[config.mk]
export PLATFORM = sky130hd
export DESIGN_NAME = w5500_spi_responder
export DESIGN_NICKNAME = d
export VERILOG_FILES = /design/src/rtl/w5500_spi_responder.sv
export SDC_FILE = /design/constraint.sdc
export NUM_CORES = 1
export LEC_CHECK = 0
export BUFFER_PORTS_ARGS = -buffer_cell sky130_fd_sc_hd__buf_2
export CAP_MARGIN = 10
export CORE_ASPECT_RATIO = 0.7
export CORE_MARGIN = 2
export CORE_UTILIZATION = 60
export CTS_CLUSTER_DIAMETER = 60
export DETAILED_ROUTE_END_ITERATION = 8
export MAX_ROUTING_LAYER = met4
export PLACE_DENSITY = 0.82
export SETUP_SLACK_MARGIN = 0.05
export SLEW_MARGIN = 15
export SYNTH_ARGS = -nofsm -noshare
export SYNTH_HDL_FRONTEND = slang
export SYNTH_SLANG_ARGS = --single-unit
[constraint.sdc]
create_clock -name i_clk_50m -period 5.7 [get_ports i_clk_50m]
set_clock_uncertainty 0.15 [all_clocks]
set_input_delay 0.855 -clock i_clk_50m [delete_from_list [all_inputs] [get_ports i_clk_50m]]
set_output_delay 0.855 -clock i_clk_50m [all_outputs]
set_load 0.02 [all_outputs]
[src/rtl/w5500_spi_responder.sv]
// W5500-compatible SPI responder: decodes address/control/data frames from an
// oversampled mode-0 SPI bus and serves them from a byte-wide memory port
// addressed by {BSB, address}. Used as an in-FPGA loopback target for the
// W5500 SPI master and the command/packet logic above it.
module w5500_spi_responder #(
    parameter int SYNC_STAGES = 2
) (
    input  logic        i_clk_50m,
    input  logic        i_rst,
    input  logic        i_spi_cs,
    input  logic        i_spi_dclk,
    input  logic        i_spi_mosi,
    output logic        o_spi_miso,
    output logic        o_spi_miso_oe,
    output logic        o_mem_wren,
    output logic        o_mem_rden,
    output logic [20:0] o_mem_addr,
    output logic [7:0]  o_mem_wrdata,
    input  logic [7:0]  i_mem_rddata,
    output logic        o_frame_done,
    output logic        o_frame_abort,
    output logic        o_frame_rwb,
    output logic [4:0]  o_frame_bsb,
    output logic [15:0] o_frame_len
);

    typedef enum logic [2:0] {
        ST_IDLE = 3'd0,
        ST_ADDR = 3'd1,
        ST_CTRL = 3'd2,
        ST_DATA = 3'd3,
        ST_DONE = 3'd4
    } state_t;

    state_t                 state_r;

    // Synchronizer chains and their outputs
    logic [SYNC_STAGES-1:0] cs_sync_r;
    logic [SYNC_STAGES-1:0] sclk_sync_r;
    logic [SYNC_STAGES-1:0] mosi_sync_r;
    logic                   cs_s;
    logic                   sclk_s;
    logic                   mosi_s;

    // Edge detection on the synchronized SPI signals
    logic                   cs_prev_r;
    logic                   sclk_prev_r;
    logic                   rise_r;
    logic                   fall_r;
    logic                   mosi_bit_r;

    // Frame bookkeeping
    logic [3:0]             bit_cnt_r;
    logic [15:0]            addr_r;
    logic [7:0]             shift_in_r;
    logic [4:0]             bsb_r;
    logic                   rwb_r;
    logic                   vdm_r;
    logic [2:0]             rem_r;

    // Read path: fetched byte buffer and MISO shifter
    logic [7:0]             rd_buf_r;
    logic [7:0]             miso_shift_r;
    logic                   load_pending_r;
    logic                   rden_d_r;

    // Derived per-rise values
    logic [7:0]             byte_s;
    logic [15:0]            addr_inc_s;
    logic                   last_byte_s;
    logic [2:0]             rem_init_s;

    assign cs_s   = cs_sync_r[SYNC_STAGES-1];
    assign sclk_s = sclk_sync_r[SYNC_STAGES-1];
    assign mosi_s = mosi_sync_r[SYNC_STAGES-1];

    // Bring the asynchronous SPI pins into the system clock domain.
    // CS resets low so a chip select already asserted at reset release is
    // not mistaken for a fresh falling edge.
    always_ff @(posedge i_clk_50m) begin
        if (i_rst) begin
            cs_sync_r   <= {SYNC_STAGES{1'b0}};
            sclk_sync_r <= {SYNC_STAGES{1'b0}};
            mosi_sync_r <= {SYNC_STAGES{1'b0}};
        end else begin
            cs_sync_r   <= {cs_sync_r[SYNC_STAGES-2:0], i_spi_cs};
            sclk_sync_r <= {sclk_sync_r[SYNC_STAGES-2:0], i_spi_dclk};
            mosi_sync_r <= {mosi_sync_r[SYNC_STAGES-2:0], i_spi_mosi};
        end
    end

    // Register SCLK rise/fall pulses and the MOSI bit that goes with a rise.
    always_ff @(posedge i_clk_50m) begin
        if (i_rst) begin
            cs_prev_r   <= 1'b0;
            sclk_prev_r <= 1'b0;
            rise_r      <= 1'b0;
            fall_r      <= 1'b0;
            mosi_bit_r  <= 1'b0;
        end else begin
            cs_prev_r   <= cs_s;
            sclk_prev_r <= sclk_s;
            rise_r      <= sclk_s & ~sclk_prev_r;
            fall_r      <= ~sclk_s & sclk_prev_r;
            mosi_bit_r  <= mosi_s;
        end
    end

    // Assemble the byte completed by this rise and derive byte-boundary values.
    always_comb begin
        byte_s      = {shift_in_r[6:0], mosi_bit_r};
        addr_inc_s  = addr_r + 16'd1;
        last_byte_s = ~vdm_r & (rem_r == 3'd1);
        case (byte_s[1:0])
            2'b01:   rem_init_s = 3'd1;
            2'b10:   rem_init_s = 3'd2;
            2'b11:   rem_init_s = 3'd4;
            default: rem_init_s = 3'd0;
        endcase
    end

    // Frame state machine with all memory, MISO and frame-status outputs.
    always_ff @(posedge i_clk_50m) begin
        if (i_rst) begin
            state_r        <= ST_IDLE;
            bit_cnt_r      <= 4'd0;
            addr_r         <= 16'd0;
            shift_in_r     <= 8'd0;
            bsb_r          <= 5'd0;
            rwb_r          <= 1'b0;
            vdm_r          <= 1'b0;
            rem_r          <= 3'd0;
            rd_buf_r       <= 8'd0;
            miso_shift_r   <= 8'd0;
            load_pending_r <= 1'b0;
            rden_d_r       <= 1'b0;
            o_spi_miso     <= 1'b0;
            o_spi_miso_oe  <= 1'b0;
            o_mem_wren     <= 1'b0;
            o_mem_rden     <= 1'b0;
            o_mem_addr     <= 21'd0;
            o_mem_wrdata   <= 8'd0;
            o_frame_done   <= 1'b0;
            o_frame_abort  <= 1'b0;
            o_frame_rwb    <= 1'b0;
            o_frame_bsb    <= 5'd0;
            o_frame_len    <= 16'd0;
        end else begin
            o_mem_wren    <= 1'b0;
            o_mem_rden    <= 1'b0;
            o_frame_done  <= 1'b0;
            o_frame_abort <= 1'b0;
            o_spi_miso_oe <= ~cs_s;
            rden_d_r      <= o_mem_rden;
            // Read data is valid the cycle after the strobe; capture it then.
            if (rden_d_r) begin
                rd_buf_r <= i_mem_rddata;
            end

            if (cs_s) begin
                // CS high ends any frame; a pending SCLK edge is dropped.
                state_r    <= ST_IDLE;
                o_spi_miso <= 1'b0;
                case (state_r)
                    ST_DATA, ST_DONE: begin
                        o_frame_done <= 1'b1;
                        o_frame_rwb  <= rwb_r;
                        o_frame_bsb  <= bsb_r;
                    end
                    ST_ADDR, ST_CTRL: begin
                        o_frame_abort <= 1'b1;
                    end
                    default: begin
                    end
                endcase
            end else begin
                case (state_r)
                    ST_IDLE: begin
                        o_spi_miso <= 1'b0;
                        if (cs_prev_r) begin
                            state_r        <= ST_ADDR;
                            bit_cnt_r      <= 4'd0;
                            addr_r         <= 16'd0;
                            shift_in_r     <= 8'd0;
                            miso_shift_r   <= 8'd0;
                            load_pending_r <= 1'b0;
                            o_frame_len    <= 16'd0;
                        end
                    end
                    ST_ADDR: begin
                        if (rise_r) begin
                            addr_r <= {addr_r[14:0], mosi_bit_r};
                            if (bit_cnt_r == 4'd15) begin
                                bit_cnt_r <= 4'd0;
                                state_r   <= ST_CTRL;
                            end else begin
                                bit_cnt_r <= bit_cnt_r + 4'd1;
                            end
                        end
                    end
                    ST_CTRL: begin
                        if (rise_r) begin
                            shift_in_r <= byte_s;
                            if (bit_cnt_r == 4'd7) begin
                                bit_cnt_r <= 4'd0;
                                bsb_r     <= byte_s[7:3];
                                rwb_r     <= byte_s[2];
                                vdm_r     <= (byte_s[1:0] == 2'b00);
                                rem_r     <= rem_init_s;
                                state_r   <= ST_DATA;
                                // Reads fetch the first byte as soon as the control byte is known.
                                if (!byte_s[2]) begin
                                    o_mem_rden     <= 1'b1;
                                    o_mem_addr     <= {byte_s[7:3], addr_r};
                                    load_pending_r <= 1'b1;
                                end
                            end else begin
                                bit_cnt_r <= bit_cnt_r + 4'd1;
                            end
                        end
                    end
                    ST_DATA: begin
                        if (rise_r) begin
                            shift_in_r <= byte_s;
                            if (bit_cnt_r == 4'd7) begin
                                bit_cnt_r   <= 4'd0;
                                addr_r      <= addr_inc_s;
                                o_frame_len <= o_frame_len + 16'd1;
                                if (!vdm_r) begin
                                    rem_r <= rem_r - 3'd1;
                                end
                                if (rwb_r) begin
                                    o_mem_wren   <= 1'b1;
                                    o_mem_addr   <= {bsb_r, addr_r};
                                    o_mem_wrdata <= byte_s;
                                end else if (!last_byte_s) begin
                                    // Prefetch the byte that will be shifted out next.
                                    o_mem_rden     <= 1'b1;
                                    o_mem_addr     <= {bsb_r, addr_inc_s};
                                    load_pending_r <= 1'b1;
                                end
                                if (last_byte_s) begin
                                    state_r    <= ST_DONE;
                                    o_spi_miso <= 1'b0;
                                end
                            end else begin
                                bit_cnt_r <= bit_cnt_r + 4'd1;
                            end
                        end else if (fall_r && !rwb_r) begin
                            if (load_pending_r) begin
                                miso_shift_r   <= rd_buf_r;
                                o_spi_miso     <= rd_buf_r[7];
                                load_pending_r <= 1'b0;
                            end else begin
                                miso_shift_r <= {miso_shift_r[6:0], 1'b0};
                                o_spi_miso   <= miso_shift_r[6];
                            end
                        end
                    end
                    ST_DONE: begin
                        o_spi_miso <= 1'b0;
                    end
                    default: begin
                        state_r    <= ST_IDLE;
                        o_spi_miso <= 1'b0;
                    end
                endcase
            end
        end
    end

endmodule

### Yosys cells after proc, flatten, opt, wreduce, memory -nomap -nowiden

Index checks and enable logic that the tools add are counted.

* mux-type cells: 72
* bitwise operators: 12
* equality and inequality tests: 29
* reductions and logical operators: 29
* add/sub/neg operators: 4

Operator list (count)
* 21-bit two-way mux: 7
* 16-bit two-way mux: 6
* 16-bit one-hot mux with 3 select lines: 1
* 21-bit one-hot mux with 2 select lines: 1
* 3-bit two-way mux: 13
* 7-bit two-way mux: 5
* 16-bit by 1-bit adder with 16-bit output (second input constant): 2
* 16-bit one-hot mux with 2 select lines: 1
* 7-bit one-hot mux with 2 select lines: 2
* 1-bit two-way mux: 24
* 2-bit inequality test (second input constant): 12
* 4-bit two-way mux: 5
* 5-bit AND reduction: 4
* 3-bit inequality test (second input constant): 6
* 3-bit one-hot mux with 5 select lines: 1
* 4-bit one-hot mux with 3 select lines: 1
* 4-bit AND reduction: 3
* 10-bit AND reduction: 1
* 2-bit OR reduction: 5
* 1-bit NOT: 9
* 3-bit one-hot mux with 3 select lines: 1
* 9-bit AND reduction: 1
* 3-bit nonzero test: 3
* 8-bit AND reduction: 1
* other kinds (23): 31

* logic and storage cells: 177
* register bits: 125
* output and inout bits: 57
* input port bits: 13

### Longest topological paths before layout

Gate-level depths: netlist (run 1).

* depth after elaboration: 7
* gate-level depth with buffers: 9

### Worst setup path before layout (run 1)

Ideal clock, no wire load.

* kind: register to register
* from: register bit_cnt_r[0]
* to: register o_frame_len[14]
* arrival time: 1886 ps
* setup slack: 3594 ps
* period minus slack after synthesis: 2106 ps
* buffers on the path: 3
* stages on the path, launching flop included: 9
* path through: dfxtp_1 ha_1 clkbuf_1 and4b_1 buf_2 o221ai_2 buf_2 or4_1 a21oi_1

* word-level cells in the longest chain between the ends: 3

Ends and longest elaborated chain
* from (decl): line 53 `logic [3:0] bit_cnt_r;`
* from (signal assigned): line 197 `bit_cnt_r <= bit_cnt_r + 4'd1;`
* from (signal assigned): line 218 `bit_cnt_r <= bit_cnt_r + 4'd1;`
* from (signal assigned): line 247 `bit_cnt_r <= bit_cnt_r + 4'd1;`
* 4-bit by 3-bit == test with 1-bit output: line 225 `if (bit_cnt_r == 4'd7) begin`
* 2-bit inequality test (no line)
* 5-bit AND reduction (no line)
* to (signal assigned): line 228 `o_frame_len <= o_frame_len + 16'd1;`
* to (decl): line 24 `output logic [15:0] o_frame_len`

No other way between the ends.
A chain may end at the register's enable or synchronous reset.

### Final worst setup path (run 1)

* from: register state_r[0]
* to: register o_mem_addr[16]

* word-level cells in the longest chain between the ends: 3
* elaborated cells between the ends (all ways): 11
* classes of those cells: 8 x eq/ne; 1 x mux; 2 x reduce/logical

Ends and longest elaborated chain
* from (decl): line 35 `state_t state_r;`
* from (signal assigned): line 125 `state_r <= ST_IDLE;`
* from (signal assigned): line 162 `state_r <= ST_IDLE;`
* from (signal assigned): line 181 `state_r <= ST_ADDR;`
* 3-bit by 2-bit == test with 1-bit output: line 177 `case (state_r)`
* 3-bit inequality test (no line) (tied with other cells)
* 8-bit AND reduction (no line)
* to (signal assigned): line 214 `o_mem_addr <= {byte_s[7:3], addr_r};`
* to (signal assigned): line 234 `o_mem_addr <= {bsb_r, addr_r};`
* to (signal assigned): line 239 `o_mem_addr <= {bsb_r, addr_inc_s};`
* to (decl): line 17 `output logic [20:0] o_mem_addr,`

Parallel ways exist; a longest one is shown, timed or not.

==> results.md, run 1 <==
- Status: complete, no violations
- Slew Limit Fails: 0
- Area of the core: ~9700 µm²
- Flops & latches, synth: between 100 and 150
- Core Rows: 30
- Delay-heaviest family, CP: simple AND/OR/NAND/NOR gates
- Power per Cell Area: 292.2 nW/µm²
- Placed Area: 6282 µm²
- Slew headroom: roughly a fifth
- Synth Area in XOR/XNOR: under 10%
- Hold_ws: approximately 270 ps
- Post-synthesis adder-cell area fraction: 1.042%
- Resized Gates After CTS: 0
- Placed cell count: ~860
- Worst-Margin Slew: 1216 ps
- Post-Layout Cell Count: 887
- Initial DRT Pass Iterations: 5
- Number of H-tree levels: 4
- PnR worst setup slack: about 1800 ps
- Overall via count from detail_route: just under 6,000
- Syn_nets: 738
- Crit. End Element: register
- Starting Density: 61.75%
- Worst Path Arrival: 4030 ps
- Post-Syn Instances: between 700 and 800
- WP data required: 5860 ps
- Die area: 10,830 µm²
- Overall Global Routing Usage: 32.33%
- Setup CP Type: reg -> reg
- Routed WL: roughly 16 mm
- Final Hold Fails: 0
- Post-synth top area cell: dfxtp_1
- Critical Path Start Type: register
- Top-area cell type share of the netlist area: 41.68%
- Area contributors post-synth: dfxtp_1 (42%), a21oi_1 (6.5%), mux2i_1 (4.8%)
- Crit path max fanout: 22
- CP peak stage delay: 1030 ps
- Root Buffer: clkbuf_16
- Max cap viols: 0
- Vias in the first global route: 5,228
- EDFF count, synth: 0
- Cts bufs inserted: 17
- Die Ht: ~88 µm
- RSZ-0062 raised after global routing: false
- Overall Power: roughly 2.0 mW
- Syn_area_per_cell: approximately 8.3 µm²
- GRT overflow: 0
- DRC viols: 0
- Peak VDD IR: 207.6 µV
- Top FF cell, synth: dfxtp_1
- First-pass GRT wire length: 26.33 mm
- Routed Antenna Nets: 0
- Synth async-reset ratio: 0%
- Mux share of post-synthesis cell area: 5.023%
- Clk buf depth: 2
- FMAX: 258.4 MHz
- CP cell instances: nor4bb_1 -> nand2_1 -> and2_1 -> a311oi_1
- Clk slew on worst S/H paths: 60 ps
- Buffers & Inverters on Critical Path: 0
- Min Clock Period, post-route: 3870 ps
- Iteration-0 DRC Markers: 659
- Compound-gate portion of the synthesized area: 21.20%
- Hold Path Class: reg -> reg
- Diode count: 0
- Leakage Power: 2.374 nW
- Post-CTS Setup Bufs: 0
- I/O Pins: 70
- Setup tns final: 0 ps
- CTS sink count: 125
- Worst-Skew Late Latency: ~420 ps
- Final core utilization: 70.67%
- GPL Wtd Cong: 0.9195
- CTS tree: yes
- Endpoints failing setup: 0
- Number of vias per cell: 6.504
- Post-Synthesis Cell Area: 6003 µm²
- DP Worst Slack: 1879 ps
- Dpl hpwl: 10.70 mm
- Synth warn: 0
- CP max-delay cell: nor4bb_1
- WL/cell: ~19 µm
- Largest net degree at the start of global routing: 69
- Initial antenna violation count: 0
- Post-Synth Simple-Gate Area: 23.57%
- Area grow syn2layout: 14.44%
- Port buffer count: 69
- Final period util: 67.89%
- Hold Buf Count CTS: 0
- Largest family of logic cells by synthesized area: simple AND/OR/NAND/NOR gates
- Finished layout cell area: approximately 7000 µm²
- Nets: 764
- Share of cells above drive strength 1: 15.42%
- Die W: 123.6 µm
- Register area share after synthesis: 41.68%
- Synth cell types: 68
registers in the layout, summed over array words and instances, names as in the netlist, 3 cells and up:
| signal | count |
|---|---|
| miso_shift_r | 7 |
| o_frame_bsb | 5 |
| o_frame_len | 16 |
| rem_r | 3 |
| bit_cnt_r | 4 |
| state_r | 3 |
| o_mem_wrdata | 8 |
| bsb_r | 5 |
| o_mem_addr | 21 |
| rd_buf_r | 8 |
| shift_in_r | 7 |
| addr_r | 16 |
power breakdown:
| group | internal [mW] | total (mW) | switching [mW] |
|---|---|---|---|
| Combinational | 0.0135 | 0.0470 | 0.0335 |
| Clock | 0.649 | 1.08 | 0.427 |
| Sequential | 0.878 | 0.885 | 0.00660 |
routing by layer:
layer | GRT usage [%] | part of all wire (%)
met1 | 43.38 | 44
met2 | 47.40 | 45
met3 | 7.878 | 9.1
met4 | 11.78 | 2.0
met5 | - | 0
worst register-to-register path, cell delays in order (launching register included):
cell	delay, ps
dfxtp_1	740
nor4bb_1	1040
nand2_1	790
and2_1	680
a311oi_1	370
area by class of cell:
cell class,count,area [µm²]
multi-input combinational,510,3166
fill,743,2851
sequential,125,2502
clock buffer,17,425.4
timing repair buffer,75,390.4
clock inverter,15,162.7
tap,128,160.2
inverter,17,63.81
synth_stat cells (all sizes together) (2+ instances only):
cell type	instances
dfxtp	125
a21oi	78
nand2	70
clkbuf	51
nor2	46
nand3	31
mux2i	29
o21ai	25
o31ai	20
buf	17
a211oi	16
inv	16
nor2b	16
or4	14
or3	13
nand4	12
nor4	12
a311oi	11
a31oi	8
nor3b	8
xnor2	8
and3	7
nand3b	6
and2	5
ha	5
nand4b	5
nor3	5
o211ai	5
xor2	5
and4	4
nand2b	3
o21a	3
or2	3
or3b	3
a2111oi	2
a221oi	2
a32oi	2
o211a	2
o311ai	2
o32ai	2
o41ai	2
final timing paths:
| kind | to | startpoint | cells after the start | slack [ps] |
|---|---|---|---|---|
| worst max-delay path | o_mem_addr[16] | state_r[0] | 4 | 1830 |
| worst min-delay path | fall_r | sclk_sync_r[1] | 1 | 270 |
| worst max register to register | o_mem_addr[16] | state_r[0] | 4 | 1830 |
| worst min register to register | fall_r | sclk_sync_r[1] | 1 | 270 |
layout by cell type (no fill, tap or decap), drive strengths merged, types with 11 or more instances in the layout:
cell type    n
nor2        46
nand3       31
o31ai       20
mux2i       29
inv         21
buf         75
a211oi      16
a311oi      11
nand2       70
o21ai       25
nor2b       16
or3         13
nand4       12
dfxtp      125
nor4        12
or4         14
clkbuf      17
a21oi       78
cell families (layout without fill, tap and decap cells):
kind of cell               Yosys count  in the layout
adders and majority gates            5              5
and+or+nand+nor                    267            267
xor gates and xnor gates            13             13
AOI/OAI and AO/OA                  195            195
DFF                                125            125
buffers and inverters               85            124
muxes                               30             30
Note: power is estimated with default switching activity, not from simulation.
==> run 2, diff against run 1 <==
CORE_UTILIZATION = 53   (was 60)
PLACE_DENSITY = 0.76   (was 0.82)
clock period = 3.5 ns   (was 5.7 ns; I/O delays follow)
==> results.md, run 2 (synthesized netlist as in run 1, its figures left out) <==
- Routed WL: 16.21 mm
- First-pass GRT wire length: 26.75 mm
- Hold_ws: between 150 and 200 ps
- Commonest non-fill, non-tap cell in the layout: dfxtp_1
- GPL Wtd Cong: 0.9571
- Initial antenna violation count: 0
- CP cell instances: nor3b_1 -> and3_1 -> and2_1 -> a311oi_1
- Die Ht: around 93 µm
- Crit path max fanout: 23
- Resized Gates After CTS: 0
- Buffers & Inverters on Critical Path: 0
- Worst-Skew Late Latency: 420 ps
- CP peak stage delay: roughly 800 ps
- Final Hold Fails: 0
- I/O Pins: 70
- Status: complete, no violations
- Peak VDD IR: 319.3 µV
- Post-CTS Setup Bufs: 0
- Final period util: approximately three quarters
- Number of vias per cell: 6.205
- Power per Cell Area: 466.2 nW/µm²
- Clk buf depth: 2
- Overall Global Routing Usage: 27.90%
- Vias in the first global route: 5,271
- Min Clock Period, post-route: 2649 ps
- Largest net degree at the start of global routing: 70
- Net Sw Frac: 23.96%
- Slew headroom: 32.37%
- Clk slew on worst S/H paths: 60 ps
- Sequential share of power: 44.3%
- Slew Limit Fails: 0
- Setup tns final: 0 ps
- Critical Path Start Type: register
- Finished layout cell area: between 6000 and 7000 µm²
- Worst Path Arrival: 2750 ps
- Post-Layout Cell Count: 922
- CTS sink count: 125
- Commonest cells after routing, fill and taps aside: dfxtp_1 (125), a21oi_1 (78), nand2_1 (70), buf_2 (68), nor2_1 (46)
- Iteration-0 DRC Markers: about 540
- RSZ-0062 raised after global routing: false
- Dpl hpwl: 10.82 mm
- Port buffer count: 69
- CP max-delay cell: dfxtp_1
- CTS tree: yes
- Most flops, register: o_mem_addr
- PnR worst setup slack: 851.4 ps
- Diode count: 0
- DP Worst Slack: 954.9 ps
- Overall Power: about 3.3 mW
- Placed cell count: 890
- Hold Buf Count CTS: 0
- Crit. End Element: register
- Area grow syn2layout: 16.15%
- Max FFs per register: 21
- Overall via count from detail_route: 5,721
- Cts bufs inserted: 17
- Starting Density: 54.52%
- Delay-heaviest family, CP: simple AND/OR/NAND/NOR gates
- Root Buffer: clkbuf_16
- Switching power: 0.7789 mW
- Leakage Power: roughly 2.4 nW
- Comb pwr share: about 2.3%
- Setup CP Type: reg -> reg
- Area of the core: 11,010 µm²
- Placed Area: 6391 µm²
- Nets: between 700 and 800
- FMAX: 377.6 MHz
- Worst-Margin Slew: 1012 ps
- Die W: 131.2 µm
- Filler Cell Count: 925
- Hold Path Class: in -> reg
- Share of cells above drive strength 1: 16.51%
- Number of H-tree levels: 4
- Endpoints failing setup: 0
- DRC viols: 0
- Max cap viols: 0
- Routed Antenna Nets: 0
- Clock share of power: 53.4%
- Die area: 12,210 µm²
- Core Rows: 32
- Final core utilization: 63.33%
- Largest registers: o_mem_addr x21, addr_r x16, o_frame_len x16
- Int Pwr: between 2 and 2.5 mW
- GRT overflow: 0
- Initial DRT Pass Iterations: 6
- WP data required: 3600 ps
- WL/cell: 17.58 µm
[run 2: power groups by stage]
stage / Sequential, mW / Clock (mW) / Combinational [mW]
floorplan: 1.46 / 0 / 0.0561
global placement: 1.47 / 0 / 0.0718
detailed placement: 1.47 / 0 / 0.0733
CTS: 1.44 / 1.75 / 0.0737
global route: 1.44 / 1.82 / 0.0816
finish: 1.44 / 1.74 / 0.0747
[run 2: path summary, 6_finish.rpt]
kind / start / end / slack (ps) / depth (start not counted)
max: state_r[1] / o_mem_addr[19] / 850 / 4
min: i_spi_mosi / mosi_sync_r[0] / 180 / 2
max reg2reg: state_r[1] / o_mem_addr[19] / 850 / 4
min reg2reg: sclk_prev_r / rise_r / 270 / 1
[run 2: final cells by class]
class / instances / area (µm²) / area share, %
multi-input combinational: 510 / 3166 / 45.40
sequential: 125 / 2502 / 35.89
timing repair buffer: 85 / 467.9 / 6.711
clock buffer: 18 / 439.2 / 6.298
tap: 153 / 191.4 / 2.745
clock inverter: 14 / 142.6 / 2.046
inverter: 17 / 63.81 / 0.9151
[run 2: per-layer routing]
metal	vias up	share of wire [%]	global-route usage, %	wire [µm]
met5	-	0	-	0
met4	0	2.0	10.69	327
met3	39	8.0	6.233	1298
met2	267	44	40.92	7126
met1	2694	46	37.83	7453
li1	2721	-	-	-
